**src/rtl/mux_sel_pkg.sv**
```systemverilog
// Shared definitions for the registered N:1 channel selector: mode encodings,
// FSM state type and the select-width helper.
package mux_sel_pkg;

    localparam logic MODE_MANUAL = 1'b0;
    localparam logic MODE_SCAN   = 1'b1;

    typedef enum logic {
        ST_IDLE = 1'b0,
        ST_OUT  = 1'b1
    } state_t;

    // Width of a channel index for n channels. Never less than one bit.
    function automatic int idx_width(input int n);
        return (n <= 2) ? 1 : $clog2(n);
    endfunction

endpackage

```
**src/rtl/mux_n_1_scan_reg_onehot_decoder.sv**
```systemverilog
// One-hot decoder: idx -> N-bit one-hot vector. Indices >= N give all-zero.
module onehot_decoder #(
    parameter int N    = 4,
    parameter int SELW = 2
) (
    input  logic [SELW-1:0] idx,
    output logic [N-1:0]    onehot
);

    // Decode idx; out-of-range indices match no bit and leave the vector clear.
    always_comb begin
        onehot = '0;
        for (int unsigned k = 0; k < N; k++) begin
            if (idx == SELW'(k)) begin
                onehot[k] = 1'b1;
            end
        end
    end

endmodule

```
**src/rtl/mux_n_1_scan_reg.sv**
```systemverilog
// Registered N:1 channel selector with manual (single beat) and scan
// (channels 0..NCH-1, one beat per handshake) modes.
// Optional feature: define MUXSEL_PARITY_EN to add the registered y_par output.
module mux_n_1_scan_reg
    import mux_sel_pkg::*;
#(
    parameter int  NCH  = 4,
    parameter int  W    = 8,
    localparam int SELW = idx_width(NCH)
) (
    input  logic             clk,
    input  logic             rst,
    input  logic [NCH*W-1:0] d,
    input  logic [SELW-1:0]  sel,
    input  logic             mode,
    input  logic             start,
    input  logic             y_ready,
    output logic [W-1:0]     y,
    output logic             y_valid,
    output logic [SELW-1:0]  y_ch,
    output logic             y_last,
    output logic [NCH-1:0]   enable,
`ifdef MUXSEL_PARITY_EN
    output logic             busy,
    output logic             y_par
`else
    output logic             busy
`endif
);

    localparam logic [SELW-1:0] LAST_CH = SELW'(NCH - 1);

    state_t          state, state_n;
    logic            mode_q, mode_n;
    logic [SELW-1:0] ch, ch_n;
    logic            load;
    logic            done;
    logic            last_n;
    logic [W-1:0]    y_sel;
    logic [NCH-1:0]  enable_n;

    onehot_decoder #(
        .N    (NCH),
        .SELW (SELW)
    ) u_dec (
        .idx    (ch_n),
        .onehot (enable_n)
    );

    // State and latched mode register.
    always_ff @(posedge clk or posedge rst) begin
        if (rst) begin
            state  <= ST_IDLE;
            mode_q <= MODE_MANUAL;
        end else begin
            state  <= state_n;
            mode_q <= mode_n;
        end
    end

    // Next-state logic: load marks a new beat to capture, done ends the transfer.
    always_comb begin
        state_n = state;
        mode_n  = mode_q;
        ch_n    = ch;
        load    = 1'b0;
        done    = 1'b0;
        case (state)
            ST_IDLE: begin
                if (start) begin
                    state_n = ST_OUT;
                    mode_n  = mode;
                    ch_n    = (mode == MODE_SCAN) ? '0 : sel;
                    load    = 1'b1;
                end
            end
            ST_OUT: begin
                if (y_valid && y_ready) begin
                    if (mode_q == MODE_MANUAL || ch == LAST_CH) begin
                        state_n = ST_IDLE;
                        done    = 1'b1;
                    end else begin
                        ch_n = ch + SELW'(1);
                        load = 1'b1;
                    end
                end
            end
            default: state_n = ST_IDLE;
        endcase
    end

    // Channel data for the beat being loaded; out-of-range indices yield zero.
    always_comb begin
        y_sel = '0;
        for (int unsigned k = 0; k < NCH; k++) begin
            if (ch_n == SELW'(k)) begin
                y_sel = d[k*W +: W];
            end
        end
    end

    assign last_n = (mode_n == MODE_MANUAL) || (ch_n == LAST_CH);

    // Output beat registers: capture on load, hold under backpressure, clear flags on done.
    always_ff @(posedge clk or posedge rst) begin
        if (rst) begin
            y       <= '0;
            y_valid <= 1'b0;
            ch      <= '0;
            y_last  <= 1'b0;
            enable  <= '0;
        end else if (load) begin
            y       <= y_sel;
            y_valid <= 1'b1;
            ch      <= ch_n;
            y_last  <= last_n;
            enable  <= enable_n;
        end else if (done) begin
            y_valid <= 1'b0;
            y_last  <= 1'b0;
            enable  <= '0;
        end
    end

`ifdef MUXSEL_PARITY_EN
    // Parity of the captured data, updated in step with y.
    always_ff @(posedge clk or posedge rst) begin
        if (rst) begin
            y_par <= 1'b0;
        end else if (load) begin
            y_par <= ^y_sel;
        end
    end
`endif

    assign y_ch = ch;
    assign busy = (state == ST_OUT);

endmodule

```
**config.mk**
```make
export PLATFORM = sky130hd
export DESIGN_NAME = mux_n_1_scan_reg
export DESIGN_NICKNAME = d
export VERILOG_FILES = /design/src/rtl/mux_sel_pkg.sv /design/src/rtl/mux_n_1_scan_reg_onehot_decoder.sv /design/src/rtl/mux_n_1_scan_reg.sv
export SDC_FILE = /design/constraint.sdc
export NUM_CORES = 1
export LEC_CHECK = 0
export ABC_CLOCK_PERIOD_IN_PS = 2520
export CAP_MARGIN = 10
export CORE_ASPECT_RATIO = 1.25
export CORE_MARGIN = 5
export CORE_UTILIZATION = 40
export DETAILED_ROUTE_END_ITERATION = 10
export PLACE_DENSITY = 0.91
export SETUP_SLACK_MARGIN = 0.4
export SLEW_MARGIN = 20
export SYNTH_ARGS = -nofsm -noshare
export SYNTH_HDL_FRONTEND = slang
export SYNTH_SLANG_ARGS = --single-unit
```
**constraint.sdc**
```tcl
create_clock -name clk -period 2.52 [get_ports clk]
set_input_delay 0.504 -clock clk [delete_from_list [all_inputs] [get_ports clk]]
set_output_delay 0.504 -clock clk [all_outputs]
set_load 0.02 [all_outputs]
```
# Word level (Yosys, flattened, before mapping)
# Index checks and enable logic that the tools add are counted.
dict set report classes {
  n_addsub 1
  eq_ne 4
  mux 29
  n_bitwise 3
  n_reduce_logical 5
}
# op count
set ops {}
lappend ops {{$mux 8} 4}
lappend ops {{$mux 1} 16}
lappend ops {{$mux 2} 4}
lappend ops {{$mux 4} 2}
lappend ops {{$eq 2x2->1 const B} 3}
lappend ops {{$pmux 1 s2} 2}
lappend ops {{$pmux 2 s2} 1}
lappend ops {{$not 1->1} 3}
lappend ops {{$add 2x1->2 const B} 1}
lappend ops {{$eq 2x1->1 const B} 1}
lappend ops {{$logic_not 2->1} 1}
lappend ops {{$logic_or 1x1->1} 2}
lappend ops {{$reduce_bool 2->1} 1}
lappend ops {{$logic_and 1x1->1} 1}
dict set report word_totals {
  ff_bits 18
  inputBits 39
  out_inout_bits 17
  word_cells 49
}

# Longest topological paths before layout
dict set report logic_depth {
  ltp_word 10
  ltp_mapped 7
  mapped_depth_nobuf 7
}

# Modules after synthesis
# From an unflattened synthesis, not the netlist that was laid out.
dict set report unflattened {
  cells_unflattened 94
  area_unflattened_um2 1096.1
}
# module instances cells_each area_each_um2 seq_area_each_um2
set by_module_without_submodules {}
lappend by_module_without_submodules {mux_n_1_scan_reg 1 90 1069.8 450.4}
lappend by_module_without_submodules {onehot_decoder 1 4 26.3 0.0}

# Least setup slack after synthesis
# OpenSTA, ideal clock, no wires.
dict set report synth_path {
  path_kind {register to register}
  startpoint {reg ch[0] (netlist: y_ch[0])}
  endpoint {reg y[6]}
  setup_time_ps 77
  arrival_time_ps 1883
  setup_slack_ps 560
  stages_incl_launch_ff 8
  n_path_buf 1
  path_cell_list {dfrtp_1 > ha_1 > nand4b_1 > buf_2 > a221o_1 > o32ai_2 > a22oi_1 > o21ai_1}
}
dict set report synth_between {
  elab_chain_cells 10
  word_cells_on_any_way 18
  classes_between {1 x add/sub; 4 x eq/ne; 11 x mux; 2 x reduce/logical}
}
# item line
set synth_lines {}
lappend synth_lines {{from (decl)} mux_n_1_scan_reg.sv:35} ;# logic [SELW-1:0] ch, ch_n;
lappend synth_lines {{from (signal assigned)} mux_n_1_scan_reg.sv:115} ;# ch <= ch_n;
lappend synth_lines {{branches (longest 10 deep; another with $add 2x1->2)} --}
lappend synth_lines {{to (signal assigned)} mux_n_1_scan_reg.sv:113} ;# y <= y_sel;
lappend synth_lines {{to (decl)} mux_n_1_scan_reg.sv:18} ;# output logic [W-1:0] y,
# Several ways; the timed one is not identified.
# A chain may end at the register's enable or synchronous reset.

# Final worst setup path
dict set report layout_path {
  startpoint {reg ch[0] (netlist: y_ch[0])}
  endpoint {reg y[7]}
}
# Same word-level chain as after synthesis.

==> flow_summary.toml <==
[synth]
yosys-top-cells-area = "dfrtp_1, a32oi_1, o221ai_1"
avgSynthCellArea_um2 = 9.645
yosys.cell_types.count = 42
synth-edff-count = 0
yosysSeqAreaShare_pct = 38.92
netlist_area_um2 = 1157
synth.most_common_cell = "dfrtp_1"
synth_top_cell_by_area = "dfrtp_1"
netlist_top_cells_count = "dfrtp_1, inv_1, nand2_1"
syn_inst = 120
netlist.area_leader.share_pct = 38.92
synthFlopType = "dfrtp_1"
synth_nets = 160
yosys_warnings = 0
ys_ff_latch = 18
synth-async-reset-ratio_pct = 100.0

[timing]
timing.final.crit_period_ns = 2.021
setup-tns-final_ns = 0
max_clock_freq_ghz = 0.4948
whs_ns = 0.4923
fin_ws_ns = 0.4991
slew_violations = 0
worst_pin_slew_ns = 0.6930
finalHoldViolations = 0
clock_skew_ns = 0.001847
finalCritPeriodShare_pct = 80.19
setup_viol = 0
rsz0062_at_grt = "false"
slew_headroom_pct = 53.75

[worst_setup_path]
worstPathRequired_ns = 2.71
arrival_ns = 2.22
slowest_delay_ns = 0.45
regToRegSetupSlack_ns = 0.50
cp-end-kind = "register"
critPathBufInv = 1
crit_family = "flip-flops"
worstSetupPathType = "register to register"
startpoint = "y_ch[0]"
critical_path.cell_chain = "ha_1 > and4b_2 > mux2i_4 > nor3_2 > buf_4 > a32oi_1 > o21ai_1"
critPathSlowestCell = "dfrtp_2"
startpoint_type = "register"
reg2regPathDepth = 7
crit_path_max_fanout = 9
timing.rr.end = "y[7]"
r2r-start = "y_ch[0]"

[floorplan]
die_area_um2 = 4076
boundaryPins = 56
core-area_um2 = 2733
die_h_um = 70.14
initial_core_util_pct = 42.35
row_count = 21
die_w_um = 58.11

[run_status]
status = "completed"

[finish]
utilization_pct = 68.91
design_area_um2 = 1883
n_antenna_cell = 0
area_growth_pct = 62.70
nets = 222
fill_cells = 230
drive_above_1_share_pct = 16.02

[place]
placed_cell_area_um2 = 1759
finalWeightedCongestion = 0.8638
dp.final_hpwl_um = 2847
portBuffers = 55
dpl_worst_slack_ns = 0.09633

[detailed_routing]
wl_um = 3843
wl_per_cell_um = 17.87
route.detailed.drc = 0
ant_nets = 0
avgViaCountPerCell = 5.986
dr.pass1.iters = 4
drt_iter0_drc = 41
vias = 1287

[clock_network]
cts_tree = "built"
clk_pin_slew_ns = 0.10
cts_sinks = 18
clk_latency_ns = 0.30
clock_path_buffers = 2
htreeDepth = 1
cts-buffers-inserted = 3
cts_root_buffer = "clkbuf_4"

[power_and_ir_drop]
vdd_drop_max_mv = 0.5943
p_leak_nw = 0.7721
powerDensity_nw_per_um2 = 1176

[grt]
track_usage_pct = 19.06
grt_pass1_vias = 1330
grt_pass1_wl_um = 6147
grt_start_max_net_pins = 19
grt_antenna_before_repair = 0
grt.overflow.total = 0

[worst_hold_path]
worstHoldStart = "enable[3]"
holdCritPathClass = "register to register"
hold_depth = 2
min_to = "enable[3]"

[job]
maxCapViolCount = 0
==> state kept, by name (all words and copies together), names as in the netlist <==
register,cells
mode_q,1
enable,4
y_last,1
busy,1
y,8
y_ch,2
y_valid,1
==> tightest hold or removal path, delay by kind of cell (launching register included) <==
kind	cells	cell delay, ns
simple gates	2	0.11
flops	1	0.36
==> area by class of cell <==
cell class	instances	area (um2)	share of cell area [%]
multi-input cells	84	671.9	35.68
repair buffers	64	635.6	33.75
flip-flops and latches	18	452.9	24.05
inverters	11	43.79	2.326
well taps	34	42.54	2.259
clock buffers	4	36.28	1.927
==> layout by cell type (no fill, tap or decap), drive strengths merged, types with 4 or more instances in the layout <==
cell type,count
nand2,8
clkdlybuf4s50,53
inv,11
a21oi,4
nand2b,4
nor2b,4
o21ai,8
clkbuf,4
o221ai,7
buf,9
a22oi,7
dfrtp,18
a32oi,7
o32ai,7
==> power by group <==
group	switching [mW]	total, mW	internal (mW)
clock network	0.0944	0.183	0.0883
registers	0.118	0.541	0.424
logic	0.776	1.49	0.714
total	0.988	2.21	1.23
==> metal layers <==
| layer | vias up | track usage (%) | part of all wire, % |
|---|---|---|---|
| li1 | 601 | - | - |
| met3 | 13 | 3.131 | 7.2 |
| met2 | 71 | 31.41 | 51 |
| met4 | 0 | 9.278 | 3.6 |
| met1 | 602 | 23.57 | 38 |
| met5 | - | 0 | 0 |
==> through the flow <==
step,power [mW],cells
detailed placement,1.844,208
floorplan,1.367,120
global placement,1.795,208
global route,2.372,215
CTS,2.032,212
finish,2.214,215
==> how the worst max path moves through the flow <==
stage | cells after the start | to | slack, ns
6_report | 7 | y[7] | 0.50
5_1_grt | 7 | y[4] | 0.43
4_1_cts | 6 | y[0] | 0.42
3_5_place_dp | 6 | y[0] | 0.1
3_3_place_gp | 6 | y[5] | 0.18
2_1_floorplan | 7 | y[6] | 0.56
==> cell families (layout without fill, tap and decap cells) <==
logic type	count (synthesis)	count (layout)	share of synthesized area, %
AO/OA/AOI/OAI	54	54	37.41
adder cells (fa/ha/maj)	1	1	1.081
buffers and inverters	18	79	6.702
flip-flops	18	18	38.92
multiplexers	2	2	2.054
AND/OR/NAND/NOR	27	27	13.84
==> what timing repair did <==
item | CTS | global route
hold buffers | 0 | 0
buffers inserted | 0 | 3
setup endpoints to repair | 1 | 11
pin swaps | 0 | 3
gates resized for setup | 1 | 11
Note: power is estimated with default switching activity, not from simulation.
